--- src/rtl/rs_pkg.sv ---
// -----------------------------------------------------------------------------
// rs_pkg
// Shared definitions for the result serializer:
//   state_t      - serializer FSM states
//   frame_len    - total serial frame length in bits (start + payload + parity + stop)
//   even_parity  - XOR-reduction of a payload (payloads up to MAX_PAYLOAD_W bits)
// -----------------------------------------------------------------------------
package rs_pkg;

    typedef enum logic [2:0] {
        S_IDLE,
        S_START,
        S_DATA,
        S_PARITY,
        S_STOP
    } state_t;

    localparam int MAX_PAYLOAD_W = 64;

    function automatic int frame_len(input int coord_w, input int mad_w, input int parity_en);
        return coord_w + mad_w + 2 + parity_en;
    endfunction

    // Narrower payloads are zero-extended by the caller; zeros do not change the XOR.
    function automatic logic even_parity(input logic [MAX_PAYLOAD_W-1:0] v);
        return ^v;
    endfunction

endpackage

--- src/rtl/rs_fifo.sv ---
// -----------------------------------------------------------------------------
// rs_fifo
// Synchronous FIFO, first-word-fall-through read (dout always shows the head).
// Ports:
//   clk, rst      - clock, asynchronous active-high reset
//   push, din     - write request and data; ignored while full
//   pop           - read request; ignored while empty
//   dout          - head-of-queue word
//   full, empty   - status, decoded from the registered occupancy count
// -----------------------------------------------------------------------------
module rs_fifo #(
    parameter int WIDTH = 20,
    parameter int DEPTH = 4
) (
    input  logic             clk,
    input  logic             rst,
    input  logic             push,
    input  logic [WIDTH-1:0] din,
    input  logic             pop,
    output logic [WIDTH-1:0] dout,
    output logic             full,
    output logic             empty
);

    localparam int PTR_W = $clog2(DEPTH);
    localparam int CNT_W = PTR_W + 1;   // must represent DEPTH itself

    logic [WIDTH-1:0] r_mem [DEPTH];
    logic [PTR_W-1:0] r_wr_ptr;
    logic [PTR_W-1:0] r_rd_ptr;
    logic [CNT_W-1:0] r_count;

    logic w_do_push;
    logic w_do_pop;

    assign full      = (r_count == CNT_W'(DEPTH));
    assign empty     = (r_count == '0);
    assign w_do_push = push && !full;
    assign w_do_pop  = pop && !empty;
    assign dout      = r_mem[r_rd_ptr];

    // NOTE: storage carries no reset; its contents are only observable through
    // entries the pointers mark valid, and leaving it out keeps it a plain RAM.
    always_ff @(posedge clk) begin
        if (w_do_push) begin
            r_mem[r_wr_ptr] <= din;
        end
    end

    // NOTE: non-blocking assignments for all state so every register samples
    // pre-edge values regardless of statement order.
    // DEPTH is a power of two, so the pointers wrap by natural overflow.
    always_ff @(posedge clk or posedge rst) begin
        if (rst) begin
            r_wr_ptr <= '0;
            r_rd_ptr <= '0;
            r_count  <= '0;
        end else begin
            if (w_do_push) r_wr_ptr <= r_wr_ptr + 1'b1;
            if (w_do_pop)  r_rd_ptr <= r_rd_ptr + 1'b1;
            case ({w_do_push, w_do_pop})
                2'b10:   r_count <= r_count + 1'b1;
                2'b01:   r_count <= r_count - 1'b1;
                default: r_count <= r_count;
            endcase
        end
    end

endmodule

--- src/rtl/result_serializer.sv ---
// -----------------------------------------------------------------------------
// result_serializer
// Buffers {coordinate, mad} results from the block-matching array and shifts
// each one out MSB-first on a single wire as: start(0), payload, [even parity],
// stop(1). Every bit is held BAUD_DIV cycles.
// Ports:
//   clk, rst          - clock, asynchronous active-high reset
//   in_valid/in_ready - result handshake; in_ready = FIFO not full
//   coordinate, mad   - result fields (coordinate lands in the payload MSBs)
//   serialport        - registered serial line, idle high
//   busy              - registered: frame in progress or FIFO non-empty
// -----------------------------------------------------------------------------
module result_serializer
    import rs_pkg::*;
#(
    parameter int COORD_W   = 8,
    parameter int MAD_W     = 12,
    parameter int DEPTH     = 4,
    parameter int BAUD_DIV  = 1,
    parameter int PARITY_EN = 1
) (
    input  logic               clk,
    input  logic               rst,
    input  logic               in_valid,
    output logic               in_ready,
    input  logic [COORD_W-1:0] coordinate,
    input  logic [MAD_W-1:0]   mad,
    output logic               serialport,
    output logic               busy
);

    // Payload width is the frame length minus the framing bits.
    localparam int FRAME_LEN = frame_len(COORD_W, MAD_W, PARITY_EN);
    localparam int FRAME_W   = FRAME_LEN - 2 - PARITY_EN;
    localparam int BIT_W     = $clog2(FRAME_W + 1);
    localparam int BAUD_W    = $clog2(BAUD_DIV + 1);

    state_t               r_state;
    logic [BAUD_W-1:0]    r_baud;
    logic [BIT_W-1:0]     r_bit_cnt;
    logic [FRAME_W-1:0]   r_shift;
    logic                 r_parity;
    logic                 r_serial;
    logic                 r_busy;

    logic [FRAME_W-1:0]   w_dout;
    logic                 w_full;
    logic                 w_empty;
    logic                 w_baud_end;
    logic                 w_pop;

    assign w_baud_end = (r_baud == BAUD_W'(BAUD_DIV - 1));
    // Pop when idle, or on the last stop-bit cycle so frames run back to back.
    assign w_pop = !w_empty && ((r_state == S_IDLE) || (r_state == S_STOP && w_baud_end));

    rs_fifo #(
        .WIDTH (FRAME_W),
        .DEPTH (DEPTH)
    ) u_fifo (
        .clk   (clk),
        .rst   (rst),
        .push  (in_valid),
        .din   ({coordinate, mad}),
        .pop   (w_pop),
        .dout  (w_dout),
        .full  (w_full),
        .empty (w_empty)
    );

    // The line register follows the state one cycle later, so the start bit
    // appears one edge after the pop and each bit still lasts BAUD_DIV cycles.
    always_ff @(posedge clk or posedge rst) begin
        if (rst) begin
            r_state   <= S_IDLE;
            r_baud    <= '0;
            r_bit_cnt <= '0;
            r_shift   <= '0;
            r_parity  <= 1'b0;
            r_serial  <= 1'b1;
            r_busy    <= 1'b0;
        end else begin
            r_busy <= (r_state != S_IDLE) || !w_empty;

            case (r_state)
                S_START:  r_serial <= 1'b0;
                S_DATA:   r_serial <= r_shift[FRAME_W-1];
                S_PARITY: r_serial <= r_parity;
                default:  r_serial <= 1'b1;
            endcase

            case (r_state)
                S_IDLE: begin
                    r_baud <= '0;
                    if (w_pop) begin
                        r_shift  <= w_dout;
                        r_parity <= even_parity(MAX_PAYLOAD_W'(w_dout));
                        r_state  <= S_START;
                    end
                end
                S_START: begin
                    if (w_baud_end) begin
                        r_baud    <= '0;
                        r_bit_cnt <= '0;
                        r_state   <= S_DATA;
                    end else begin
                        r_baud <= r_baud + 1'b1;
                    end
                end
                S_DATA: begin
                    if (w_baud_end) begin
                        r_baud  <= '0;
                        r_shift <= r_shift << 1;
                        if (r_bit_cnt == BIT_W'(FRAME_W - 1)) begin
                            r_bit_cnt <= '0;
                            r_state   <= (PARITY_EN != 0) ? S_PARITY : S_STOP;
                        end else begin
                            r_bit_cnt <= r_bit_cnt + 1'b1;
                        end
                    end else begin
                        r_baud <= r_baud + 1'b1;
                    end
                end
                S_PARITY: begin
                    if (w_baud_end) begin
                        r_baud  <= '0;
                        r_state <= S_STOP;
                    end else begin
                        r_baud <= r_baud + 1'b1;
                    end
                end
                S_STOP: begin
                    if (w_baud_end) begin
                        r_baud <= '0;
                        if (w_pop) begin
                            r_shift  <= w_dout;
                            r_parity <= even_parity(MAX_PAYLOAD_W'(w_dout));
                            r_state  <= S_START;
                        end else begin
                            r_state <= S_IDLE;
                        end
                    end else begin
                        r_baud <= r_baud + 1'b1;
                    end
                end
                default: r_state <= S_IDLE;
            endcase
        end
    end

    assign in_ready   = !w_full;
    assign serialport = r_serial;
    assign busy       = r_busy;

endmodule

--- config.mk ---
export PLATFORM = sky130hd
export DESIGN_NAME = result_serializer
export DESIGN_NICKNAME = d
export VERILOG_FILES = /design/src/rtl/rs_pkg.sv /design/src/rtl/rs_fifo.sv /design/src/rtl/result_serializer.sv
export SDC_FILE = /design/constraint.sdc
export NUM_CORES = 1
export LEC_CHECK = 0
export CAP_MARGIN = 20
export CORE_AREA = 3 3 98 100
export DETAILED_ROUTE_END_ITERATION = 6
export DIE_AREA = 0 0 101 103
export GPL_ROUTABILITY_DRIVEN = 0
export GPL_TIMING_DRIVEN = 0
export PLACE_DENSITY = 0.7
export SYNTH_ARGS = -nofsm -noshare
export SYNTH_HDL_FRONTEND = slang
export SYNTH_SLANG_ARGS = --single-unit
--- constraint.sdc ---
create_clock -name clk -period 5.8 [get_ports clk]
set_input_delay 1.16 -clock clk [delete_from_list [all_inputs] [get_ports clk]]
set_output_delay 1.16 -clock clk [all_outputs]
set_load 0.05 [all_outputs]
==> results.yml <==
run_status:
  outcome: "complete, no violations"
cts:
  clk_path_buf_depth: 2
  clock_insertion_delay_worst_skew_ns: 0.51
  cts-resized-gates: 0
  post_cts_setup_repair_bufs: 0
  reg_clk_slew_reported_paths_ns: 0.06
  htree_levels: 4
  cts_num_sinks: 118
  cts_root_buffer: "clkbuf_8"
  cts_hold_repair.buffers: 0
  cts_made_buffers: 17
  tritoncts: "done"
pwr:
  clockPowerShare: 0.290
  switchingPower_mw: 1.24
  power_report.internal_total_mw: 2.62
  swShare: 0.321
  power_density_nw_per_um2: 646
  ir_worst_vdd_uv: 293
  power_leakage_nw: 2.28
  power.sequential.fraction: 0.328
  power.combinational.fraction: 0.382
route:
  drt.antenna.violating_nets: 0
  route.final.wire_length_um: 8360
  vias_per_cell: 5.60
  drt_drc_violations_left: 0
  detailedRoute.firstIterationViolations: 180
  routedWlPerCell_um: 18.0
  dr_total_vias: 2606
  firstDrtPassIters: 4
global_routing:
  first_global_vias: 2757
  groute.usage.overall: 0.186
  grt_start_max_net_pins: 39
  grt_overflow: 0
  number_of_antenna_violations_at_the_first_check_in_global_routing: 0
  first_pass_grt_wire_length_um: 14200
floorplan:
  design.die.area_um2: 10400
  die-height_um: 103
  ioPinCount: 26
  placeableCoreArea_um2: 8760
  rows: 34
  effective_utilization_at_floorplan: 0.554
  die_w_um: 101
synthesis:
  syn-instance-count: 296
  synth_seq_cells: 118
  synth.area.top_cells: "edfxtp_1 (49%), dfrtp_1 (19%), mux4_2 (5.1%)"
  synth.cell_area_um2: 4860
  yosysWarnings: 0
  syn_avg_cell_area_um2: 16.4
  yosys.cell_types.count: 37
  synth.net_count: 326
  synth_top_area_cell: "edfxtp_1"
  netlist.area_leader.share: 0.494
  ys_seq_area_frac: 0.690
timing:
  timing.final.max_slew_violations: 0
  timing.slew.headroom: 0.484
  finalCritPeriodShare: 0.545
  final_tns_setup_ns: 0
  highest_clock_rate_mhz: 316
  timing.final.crit_period_ns: 3.16
  whs_ns: 0.472
  report.final.hold_viol_count: 0
  finClkSkew_ns: 0.00617
  report.final.setup_viol: 0
  setup_ws_ns: 2.64
  worst_slew_pin_slew_ns: 0.773
  grt_setup_unrepaired: "false"
final_layout:
  areaGrowthSynthToFinish_pct: 22.9
  finalCoreUtilization: 0.681
  ratio_of_cells_with_drive_above_1_in_the_final_layout: 0.162
  mostFrequentLayoutCell: "edfxtp_1"
  post_layout_nonfiller_instances: 465
  antenna_cells: 0
  finish.net_count: 374
  final_cell_mix: "edfxtp_1 (80), nand2_1 (49), dfrtp_1 (37)"
place:
  placed_cells_incl_taps: 430
  placement.setup.worst_slack_ns: 2.71
  io_buffers: 25
  detailedPlacementHpwl_um: 5240
setup_path:
  worst_r2r_path_depth: 9
  worst_setup_path_end_kind: "output port"
  cp.arrival_ns: 2.00
  critPathKind: "flip-flop to output port"
  worst_ep_required_time_ns: 4.64
  critPathMaxFanout: 6
  crit_path_launch_type: "flip-flop"
min_path:
  hold_path.class: "flip-flop to flip-flop"
  hold_path_depth: 1
run:
  cap_viol_max_count: 0
==> cells by family after synthesis <==
logic type                 share of synthesized area
xor gates and xnor gates                      0.0525
DFF                                            0.690
muxes                                          0.106
AOI/OAI and AO/OA                             0.0474
and+or+nand+nor                               0.0613
buffers and inverters                         0.0227
adders and majority gates                     0.0196
==> metrics by stage <==
step | total power, mW | instance area [um2]
finish | 3.86 | 5970
global route | 4.12 | 5970
CTS | 3.87 | 5900
detailed placement | 2.73 | 5260
global placement | 2.70 | 5240
floorplan | 2.40 | 4860
==> metal layers <==
metal  global-route usage  share of wire  vias to the layer above
met5                    0              0                        -
li1                     -              -                     1213
met4               0.0798          0.013                        0
met2                0.315           0.51                       49
met1                0.229           0.45                     1336
met3               0.0474          0.029                        8
==> cell type report <==
cell class	instances	area [um2]
Buffer	12	80.1
Clock buffer	17	414
Clock inverter	15	226
Fill cell	574	2790
Inverter	8	30.0
Multi-Input combinational cell	158	1390
Sequential cell	118	3350
Tap cell	108	135
Timing Repair Buffer	29	335
==> final timing paths <==
path                                                 end                     startpoint  slack (ns)
min in group asynchronous       r_bit_cnt[0]$_DFFE_PP0P_                            rst        1.11
max                                             in_ready  u_fifo.r_count[0]$_DFFE_PP0P_        2.64
max in group asynchronous        r_shift[17]$_DFFE_PP0P_                            rst        4.20
min reg2reg                       r_state[2]$_DFFE_PP0P_         r_state[2]$_DFFE_PP0P_        0.47
min                               r_state[2]$_DFFE_PP0P_         r_state[2]$_DFFE_PP0P_        0.47
max reg2reg                u_fifo.r_count[2]$_DFFE_PP0P_         r_state[1]$_DFFE_PP0P_        2.99
==> registers in the layout, indices dropped and copies added, names as in the netlist <==
signal           cells
u_fifo.r_mem        80
r_shift             20
r_bit_cnt            5
r_state              3
u_fifo.r_count       3
u_fifo.r_rd_ptr      2
u_fifo.r_wr_ptr      2
busy                 1
r_parity             1
serialport           1
==> cell usage after synthesis (all sizes together) <==
cell type   n
a21oi       2
a22o        1
a22oi      20
a31oi       1
and2        1
and3        4
buf         3
clkbuf      9
dfrtp      37
dfstp       1
edfxtp     80
fa          1
ha          6
inv         8
mux2        1
mux2i       2
mux4       20
nand2      49
nand2b      2
nand3       1
nand3b      1
nand4       1
nor2        6
nor3        2
nor3b       1
o211a       1
o21ai       9
or2         1
xnor2      19
xnor3       1
xor2        5
==> power by group through the flow <==
| stage | Combinational, mW | Clock [mW] | Sequential [mW] |
|---|---|---|---|
| detailed placement | 1.46 | 0 | 1.28 |
| global placement | 1.43 | 0 | 1.27 |
| floorplan | 1.13 | 0 | 1.26 |
| CTS | 1.47 | 1.13 | 1.27 |
| global route | 1.66 | 1.18 | 1.29 |
| finish | 1.47 | 1.12 | 1.26 |
==> critical path: stages, from the launching register on <==
cell and delay (ns):
dfrtp_1 0.38, inv_1 0.08, nand3_1 0.19, clkdlybuf4s50_1 0.84
No activity file was read; power rests on OpenSTA's default activity.
